`src/rtl/counter_checker_sat_counter.sv`:
```
// -----------------------------------------------------------------------------
// sat_counter
// Parameterised saturating up-counter with enable and asynchronous active-low
// clear. Counts i_en pulses and sticks at all-ones instead of wrapping.
//   i_clk   : clock
//   i_clr_n : asynchronous active-low clear
//   i_en    : increment request for this cycle
//   o_count : current (registered) count
// -----------------------------------------------------------------------------
module sat_counter #(
    parameter int W = 8
) (
    input  logic         i_clk,
    input  logic         i_clr_n,
    input  logic         i_en,
    output logic [W-1:0] o_count
);
    logic [W-1:0] r_count;

    always_ff @(posedge i_clk or negedge i_clr_n) begin
        if (!i_clr_n) begin
            r_count <= '0;
        end else if (i_en && (r_count != {W{1'b1}})) begin
            r_count <= r_count + W'(1);
        end
    end

    assign o_count = r_count;
endmodule

```
`config.mk`:
```
export PLATFORM = sky130hd
export DESIGN_NAME = sat_counter
export DESIGN_NICKNAME = d
export VERILOG_FILES = /design/src/rtl/counter_checker_sat_counter.sv
export SDC_FILE = /design/constraint.sdc
export NUM_CORES = 1
export LEC_CHECK = 0
export ABC_AREA = 0
export CAP_MARGIN = 20
export CORE_AREA = 2 2 39 41
export DETAILED_ROUTE_END_ITERATION = 8
export DIE_AREA = 0 0 41 43
export PLACE_DENSITY = 0.66
export SETUP_SLACK_MARGIN = 0.4
export SYNTH_ARGS = -nofsm -noshare
export SYNTH_HDL_FRONTEND = slang
export SYNTH_SLANG_ARGS = --single-unit
```
`constraint.sdc`:
```
create_clock -name i_clk -period 1.6 [get_ports i_clk]
set_input_delay 0.48 -clock i_clk [delete_from_list [all_inputs] [get_ports i_clk]]
set_output_delay 0.48 -clock i_clk [all_outputs]
set_load 0.05 [all_outputs]
```
; ---- Word level (Yosys, flattened, before mapping)
; Index checks and enable logic that the tools add are counted.
[totals]
regBits = 8
inputBits = 3
output_inout_bits = 8
elab_cells = 4
[classes]
add_sub_neg = 1
eq_ne = 1
n_reduce_logical = 1
[ops]
columns = operator, count
row1 = adder 8 x 1 -> 8 bit (second input constant), 1
row2 = != test 8 bit (second input constant), 1
row3 = logical AND 1 bit, 1

; ---- Logic depth before layout (Yosys ltp)
; Gate-level depths: netlist of run 1.
[depth]
ltp_word = 2
mapped_depth = 4
mapped_depth_nobuf = 4

; ---- Worst setup path before layout of run 1
; No wires, ideal clock.
[synth_path]
path_kind = register -> register
start = register r_count[0], in the netlist o_count[0]
end = register r_count[1], in the netlist o_count[1]
setup_time_ps = 128
arrival_ps = 1638
required_time_ps = 1472
setup_slack_ps = -165
path_stages_with_launch = 5
path_buffers = 0
period_less_slack_ps = 1765
cell_sequence = dfrtp_1 > ha_1 > nand4_1 > o21ai_2 > mux2_1
[synth_between]
elab_chain_cells = 2
elab_cells_between_ends = 3
cone_classes = add/sub: 1 / eq/ne: 1 / reduce/logical: 1
[synth_lines]
columns = item, line
row1 = "start, declared", 18  ; logic [W-1:0] r_count;
row2 = "start signal, assigned", 24  ; r_count <= r_count + W'(1);
row3 = "parallel branches: the longest is 2 deep, another holds adder 8 x 1 -> 8 bit", --
; Several ways; the timed one is not identified.
; A chain may end at the register's enable or synchronous reset.

; ---- Final worst setup path of run 1
[layout_path]
start = register r_count[1], in the netlist o_count[1]
end = output port o_count[1]
[layout_lines]
columns = item, line
row1 = "end, declared", 16  ; output logic [W-1:0] o_count
; No word-level cell between the ends.

==> out/results.tsv, run 1 <==
metric	value	unit
postSynthCellCount	34	
insertion_delay	0.26	ns
maxCapViolations	0	
viasPerCell	5.41	
r2r_cells	4	
cts_tree	done	
cp-end-kind	primary output	
synthArstFlopShare	100	%
finClkSkew	0.00459	ns
synth_ff_type	dfrtp_1	
dp.cells	63	
wl_per_cell	15.6	µm
clock_path_buffers	2	
place.gp.congestion	0.704	
drive_gt1_share	77.6	%
synth_commonest_cells	dfrtp_1 (8), a21oi_1 (2), a31oi_1 (2), a41oi_1 (2), nand3_1 (2)	
syn_nets	38	
finalWirelength	1.29	mm
arrival	0.88	ns
first_iter_violations	10	
grt-ovfl-total	0	
netlist_area	408	µm²
fillCellCount	109	
dpl.hpwl	665	µm
finalCritPeriodShare	85.1	%
status	finished clean	
drtAntennaViolNets	0	
path_cells	buf_12	
die_area	0.00176	mm²
ys_warn_count	0	
seq_area_frac_synth	49.1	%
start_util	29.5	%
largest_reg_flops	8	
critPathTopFamily	flip-flops	
grt_pass1_wl	1.95	mm
crit_type	flip-flop to primary output	
diodes	0	
hold_violations	0	
avgSynthCellArea	12.0	µm²
numCtsBuffers	3	
via_count	449	
rows	14	
synth_top_cell_by_area	dfrtp_1	
grt_max_degree	9	
worstMarginPinSlew	0.392	ns
grt_usage	17.6	%
relSlewSlack	73.8	%
coreArea	0.00138	mm²
hp-class	primary input to asynchronous set/reset pin	
setup_slack	0.238	ns
clk_pin_slew	0.06	ns
critPathRequiredTime	1.12	ns
synth_edf_count	0	
dp_slack	-0.174	ns
final_nets	73	
antenna_found_initial	0	
syn_to_final_growth	113	%
cts_root_buf	clkbuf_4	
cp_slowest_cell	dfrtp_2	
die_y	43	µm
h-tree-depth	1	
slowest_delay	0.45	ns
drc	0	
die_w	41	µm
cts.sinks	8	
rsz0062_at_grt	yes	
synth_top_cell_area_share	49.1	%
cp-start-kind	flip-flop	
instances_no_fill	83	
period_needed	1.36	ns
drt_first_pass_iters	4	
port-buffer-count	10	
worst_ir_drop_vdd	1.15	mV
grt_pass1_vias	451	
synth_cell_types	23	
hold_slack	0.504	ns
worst-path-stages	1	
power-per-cell-area	2190	mW/mm²
holdBufCountCts	0	
drv_slew	0	
synthMostInstantiatedCell	dfrtp_1	
ys_ff_latch	8	
boundaryPins	11	
max_freq	734	MHz
setup_violations	0	
p_leak	0.000372	µW
critical_path_buf_inv_count	1	
crit_fanout	4	
synthTopCellsByArea	dfrtp_1 (49%), a41oi_1 (4.3%), a311oi_2 (3.7%)	
## kinds of logic after synthesis
| kind of cell | Yosys count | share of synthesized area (%) |
|---|---|---|
| AOI/OAI and AO/OA | 11 | 21.2 |
| xor gates and xnor gates | 2 | 4.30 |
| adders and majority gates | 1 | 3.07 |
| buffers and inverters | 1 | 0.919 |
| DFF | 8 | 49.1 |
| muxes | 2 | 6.44 |
| and+or+nand+nor | 9 | 15.0 |
## placed cells by master (no fill, tap or decap), drive strengths merged
cell / synthesis / final
mux2: 2 / 2
o211ai: 1 / 1
clkbuf: 0 / 3
buf: 0 / 28
nor2: 1 / 1
xor2: 1 / 1
inv: 1 / 1
nand3: 3 / 3
and4: 1 / 1
o21a: 1 / 1
clkdlybuf4s50: 0 / 1
a41oi: 2 / 2
o21ai: 1 / 1
dfrtp: 8 / 8
clkdlybuf4s15: 0 / 1
nor3: 1 / 1
a21oi: 2 / 2
a21boi: 1 / 1
ha: 1 / 1
and3: 1 / 1
nand2: 1 / 1
a311oi: 1 / 1
nand4: 1 / 1
xnor2: 1 / 1
a31oi: 2 / 2
## power by group
part / switching, µW / internal, µW
clock network: 82.5 / 86.8
registers: 139 / 303
logic: 587 / 704
total: 809 / 1090
## area by class of cell
class	instances	area (µm²)	share of cell area [%]
multi-input combinational	25	256	29.6
timing repair buffer	30	354	40.8
inverter	1	3.75	0.433
tap	16	20.0	2.31
sequential	8	210	24.2
clock buffer	3	22.5	2.60
## what timing repair did
item	CTS	global route
setup endpoints to repair	16	16
setup buffers	17	0
pin swaps	5	6
resized for setup	4	9
endpoints found under the hold margin	0	0
## metal layers
| metal | routed length, µm | part of all wire (%) | track usage, % | vias up |
|---|---|---|---|---|
| li1 | - | - | - | 201 |
| met3 | 53 | 4.1 | 4.71 | 6 |
| met5 | 0 | 0 | 0 | - |
| met4 | 37 | 2.9 | 12.0 | 0 |
| met1 | 471 | 36 | 17.6 | 224 |
| met2 | 729 | 56 | 29.1 | 18 |
## metrics by stage
step	total power [µW]	instance area [µm²]	TNS [ns]	utilization [%]
6_report	1900	867	0	62.7
5_1_grt	2010	867	0	62.7
4_1_cts	1800	826	0	59.7
3_5_place_dp	1380	653	-0.513	47.2
3_3_place_gp	1360	653	-0.451	47.2
2_1_floorplan	911	430	0	-
## path summary, 6_finish.rpt
kind / startpoint / end / slack, ns
min: i_clr_n / o_count[2] / 0.50
max reg2reg: o_count[5] / o_count[1] / 0.27
min reg2reg: o_count[5] / o_count[5] / 0.59
min in group i_clk: o_count[5] / o_count[5] / 0.59
max in group asynchronous: i_clr_n / o_count[3] / 0.79
max: o_count[1] / o_count[1] / 0.24
## worst register-to-register path: stages, from the launching register on
cell     delay [ns]
dfrtp_2        0.40
buf_4          0.14
nand3_1        0.14
o21ai_2        0.23
mux2_4         0.31
Power figures use the tool's default switching activity.
==> run 2, diff against run 1 <==
--- a/config.mk
+++ b/config.mk
@@ -14,2 +14,3 @@
 export SETUP_SLACK_MARGIN = 0.4
+export SLEW_MARGIN = 25
 export SYNTH_ARGS = -nofsm -noshare
==> constraint.sdc (replaced) <==
create_clock -name i_clk -period 1.6 [get_ports i_clk]
set_input_delay 0.32 -clock i_clk [delete_from_list [all_inputs] [get_ports i_clk]]
set_output_delay 0.32 -clock i_clk [all_outputs]
set_load 0.05 [all_outputs]
==> run 2 against run 1 <==
Net effect:
- sequential power about the same
- sequential share of layout area up 0.25 points
- critical path depth is 4 higher
- clock skew decreased by 0.0042 ns
- first-iteration DRC count fell by 40%
- total power up 2.2%
- die area unchanged
- fmax grew 4.2%
- worst hold slack lost 0.16 ns
- non-clock buffer count increased by 2
- core utilization is 0.63 points lower
- flip-flop and latch count stayed put
==> out/results.tsv, run 2 (same netlist as run 1, synthesis figures left out) <==
metric	value	unit	change
worstMarginPinSlew	0.385	ns	-0.00676 ns
hp-class	primary input to asynchronous set/reset pin		
diodes	0		unchanged
path_cells	ha_4, buf_4, buf_6, a21boi_0, a41oi_1		
first_iter_violations	6		-4
drive_gt1_share	75.4	%	-2.2 points
relSlewSlack	74.2	%	+0.45 points
die_y	43	µm	unchanged
slowest_delay	0.42	ns	-0.03 ns
grt_pass1_vias	437		-3.1%
rr_startpoint	o_count[0]		
cts_root_buf	clkbuf_4		
crit_type	flip-flop to flip-flop		
grt_usage	17.9	%	+0.34 points
critical_path_buf_inv_count	2		+1
rsz0062_at_grt	yes		
cts_tree	done		
arrival	1.43	ns	+0.55 ns
drtAntennaViolNets	0		unchanged
holdBufCountCts	0		unchanged
final_nets	75		+2.7%
critPathTopFamily	flip-flops		
maxCapViolations	0		unchanged
port-buffer-count	10		unchanged
dp_slack	-0.0558	ns	+0.118 ns
finClkSkew	0.000437	ns	-0.00416 ns
grt_pass1_wl	2.00	mm	+2.9%
setup_slack	0.292	ns	+0.0544 ns
cp_slowest_cell	dfrtp_2		
rows	14		unchanged
p_leak	0.000377	µW	+1.2%
viasPerCell	5.42		+0.26%
dpl.hpwl	668	µm	+0.48%
period_needed	1.31	ns	-0.0544 ns
insertion_delay	0.26	ns	about the same
via_count	461		+2.7%
setup_tns	0	ns	unchanged
critical_path.startpoint	o_count[0]		
status	finished clean		
die_w	41	µm	unchanged
crit_fanout	4		unchanged
multiInputGateArea	243	µm²	-5.4%
drv_slew	0		unchanged
worst_ir_drop_vdd	1.12	mV	-2.3%
power-per-cell-area	2270	mW/mm²	+3.2%
grt-ovfl-total	0		unchanged
die_area	0.00176	mm²	unchanged
regArea	210	µm²	unchanged
final_util	62.0	%	-0.63 points
critPathRequiredTime	1.72	ns	+0.60 ns
finalWirelength	1.26	mm	-2.9%
clock_path_buffers	2		unchanged
place.gp.congestion	0.713		+1.3%
drc	0		unchanged
drt_first_pass_iters	4		unchanged
finalCritPeriodShare	81.7	%	-3.4 points
grt_max_degree	9		unchanged
cp-end-kind	flip-flop		
wl_per_cell	14.8	µm	-5.1%
syn_to_final_growth	110	%	
coreArea	0.00138	mm²	unchanged
max_freq	765	MHz	+4.2%
fin_area	858	µm²	-1.0%
start_util	29.5	%	unchanged
numCtsBuffers	3		unchanged
placed_area	638	µm²	-2.3%
boundaryPins	11		unchanged
clk_pin_slew	0.05	ns	about the same
cp-start-kind	flip-flop		
largest_reg_flops	8		unchanged
cts.sinks	8		unchanged
antenna_found_initial	0		unchanged
fillCellCount	123		+13%
hold_violations	0		unchanged
h-tree-depth	1		unchanged
setup_violations	0		unchanged
final_cell_mix	buf_4 (18), dfrtp_2 (8), buf_12 (8)		
final_common_cell	buf_4		
[run 2: cell types whose count changed in the layout (fill, tap and decap cells not counted), sizes merged]
cell           previous run  this run
clkdlybuf4s15             1         0
dlygate4sd2               0         1
buf                      28        30
[run 2: cell type report]
class / instances / share of cell area [%]
well taps: 16 / 2.33
repair buffers: 32 / 41.8
multi-input cells: 25 / 28.3
clock buffers: 3 / 2.62
inverters: 1 / 0.437
flip-flops and latches: 8 / 24.5
[run 2: timing repair]
item / 4_1_cts / 5_1_grt
endpoints found under the hold margin: 0 / 0
gates resized for setup: 8 / 2
pin swaps: 5 / 4
buffers inserted: 13 / 8
setup endpoints to repair: 12 / 14
[run 2: per-stage QoR]
step	cells	total power (µW)	hold slack (ns)
after floorplan	34	911	0.0244
after global placement	61	1360	0.544
after detailed placement	61	1380	0.549
after CTS	77	1770	0.359
after global routing	85	2060	0.379
final	85	1940	0.349
[run 2: layer usage]
metal | up-vias | share of wire (%) | track usage [%]
met5 | - | 0 | 0
met4 | 0 | 4.2 | 12.7
met3 | 6 | 5.7 | 6.28
met2 | 29 | 53 | 26.3
met1 | 222 | 37 | 20.4
li1 | 204 | - | -
[run 2: worst paths after layout]
path	slack, ns	cells past startpoint	to
min reg2reg	0.64	2	o_count[4]
min in group i_clk	0.64	2	o_count[4]
max in group asynchronous	0.95	1	o_count[1]
max	0.29	5	o_count[7]
max reg2reg	0.29	5	o_count[7]
min	0.35	1	o_count[4]
[run 2: where the power goes]
group          switching [µW]  internal (µW)
sequential                142            304
clock                    72.6           86.1
combinational             584            756
==> run 3, diff against run 2 <==
PLACE_DENSITY = 0.68   (was 0.66)
clock period = 1.12 ns   (was 1.6 ns; I/O delays follow)
==> run 3 against run 2 <==
Net effect:
- the run now ends with negative setup slack left
- combinational power increased by 44%
- via count decreased by 10%
- sequential share of layout area decreased by 0.96 points
- clock skew about the same
- sequential power increased by 26%
- setup slack got worse by 0.41 ns
- worst hold slack got worse by 0.095 ns
- final area increased by 4.1%
- critical path type unchanged
==> out/results.tsv, run 3 (same netlist as run 1, synthesis figures left out) <==
metric	value	unit	change
grt-ovfl-total	0		unchanged
fillCellCount	112		-8.9%
final_util	64.6	%	+2.5 points
worst_ir_drop_vdd	1.71	mV	+52%
syn_to_final_growth	119	%	
clock_path_buffers	2		unchanged
swShare	42.2	%	+1.1 points
finalWirelength	1.26	mm	+0.72%
drtAntennaViolNets	0		unchanged
cts_root_buf	clkbuf_4		
setup_violations	15		+15
drv_slew	0		unchanged
cp-start-kind	flip-flop		
setup_slack	-0.122	ns	-0.414 ns
numCtsBuffers	3		unchanged
p_seq_share	20.7	%	-2.2 points
comb_power_share	70.6	%	+1.7 points
hold_violations	0		unchanged
cts.sinks	8		unchanged
final_common_cell	buf_4		
violations	negative setup slack		
worstMarginPinSlew	0.395	ns	+0.00961 ns
grt_pass1_wl	1.83	mm	-8.6%
port-buffer-count	10		unchanged
drt_first_pass_iters	1		-3
holdBufCountCts	0		unchanged
finalCritPeriodShare	111	%	+29 points
diodes	0		unchanged
h-tree-depth	1		unchanged
routed.top_layer	met4		
first_iter_violations	0		-6
critical_path.startpoint	o_count[0]		
die_area	0.00176	mm²	unchanged
cp-end-kind	flip-flop		
rows	14		unchanged
grt_max_degree	9		unchanged
p_int	1580	µW	+38%
insertion_delay	0.26	ns	about the same
maxCapViolations	0		unchanged
finClkSkew	0.000397	ns	-0.0000404 ns
place.gp.congestion	0.759		+6.5%
wl_per_cell	15.0	µm	+1.9%
met1_length	560	µm	+20%
rsz0062_at_grt	yes		
drive_gt1_share	77.9	%	+2.6 points
critPathRequiredTime	1.27	ns	-0.45 ns
die_w	41	µm	unchanged
antenna_found_initial	0		unchanged
via_count	413		-10%
dp.cells	77		+26%
boundaryPins	11		unchanged
drc	0		unchanged
status	complete, but fails checks		
rr_startpoint	o_count[0]		
final_nets	74		-1.3%
power	2730	µW	+40%
dpl.hpwl	808	µm	+21%
viasPerCell	4.92		-9.3%
cts_tree	done		
grt_pass1_vias	440		+0.69%
setup_tns	-1.17	ns	-1.17 ns
grt_usage	15.7	%	-2.2 points
p_leak	0.000373	µW	-1.1%
power-per-cell-area	3060	mW/mm²	+35%
clkPwrFrac	8.7	%	+0.5 points
period_needed	1.24	ns	-0.0657 ns
instances_no_fill	84		-1.2%
route.met2.wl	638	µm	-3.5%
max_freq	805	MHz	+5.3%
final_cell_mix	buf_4 (13), buf_12 (9), dfrtp_2 (8)		
hp-class	primary input to asynchronous set/reset pin		
coreArea	0.00138	mm²	unchanged
largest_reg_flops	8		unchanged
die_y	43	µm	unchanged
relSlewSlack	73.6	%	-0.64 points
p_sw	1150	µW	+44%
start_util	29.5	%	unchanged
arrival	1.39	ns	-0.04 ns
crit_type	flip-flop to flip-flop		
dr_wl_met3	51	µm	-29%
clk_pin_slew	0.06	ns	about the same
crit_fanout	3		-1
-- run 3: stage by stage --
step	instance area, µm²	hold slack (ns)	setup WS, ns
2_1_floorplan	430	-0.0716	-0.403
3_3_place_gp	758	0.529	-0.363
3_5_place_dp	758	0.544	-0.375
4_1_cts	872	0.267	-0.141
5_1_grt	893	0.264	-0.164
6_report	893	0.254	-0.122
-- run 3: worst paths after layout --
check / cells past startpoint / end / slack (ns)
max in group asynchronous: 1 / o_count[3] / 0.56
worst min register to register: 2 / o_count[2] / 0.58
worst max register to register: 4 / o_count[5] / -0.12
worst max-delay path: 4 / o_count[5] / -0.12
min in group i_clk: 3 / o_count[6] / 0.57
worst min-delay path: 1 / o_count[7] / 0.25
-- run 3: power groups by stage --
| stage | clock network (µW) | registers (µW) | logic, µW |
|---|---|---|---|
| floorplan | 0 | 1020 | 280 |
| global placement | 0 | 544 | 1680 |
| detailed placement | 0 | 552 | 1710 |
| CTS | 240 | 561 | 1900 |
| global route | 262 | 584 | 2040 |
| finish | 238 | 564 | 1930 |
-- run 3: per-layer routing --
layer | GRT usage (%) | vias to the layer above
li1 | - | 204
met4 | 6.00 | 0
met3 | 5.24 | 2
met2 | 23.8 | 10
met1 | 19.7 | 197
met5 | 0 | -
-- run 3: area by class of cell --
| type | count | area (µm²) | area share (%) |
|---|---|---|---|
| flip-flops and latches | 8 | 210 | 23.5 |
| multi-input cells | 25 | 262 | 29.3 |
| repair buffers | 31 | 375 | 42.0 |
| inverters | 1 | 3.75 | 0.420 |
| well taps | 16 | 20.0 | 2.24 |
| clock buffers | 3 | 22.5 | 2.52 |
-- run 3: critical path, cell delays in order, from the launching register on --
cell     delay, ns
dfrtp_2       0.38
buf_4         0.14
and4_4        0.23
nand3_2       0.08
mux2_4        0.29
-- run 3: what timing repair did --
item | in CTS | in global routing
setup endpoints to repair | 16 | 16
pin swaps | 7 | 7
setup buffers | 4 | 0
resized for setup | 12 | 4
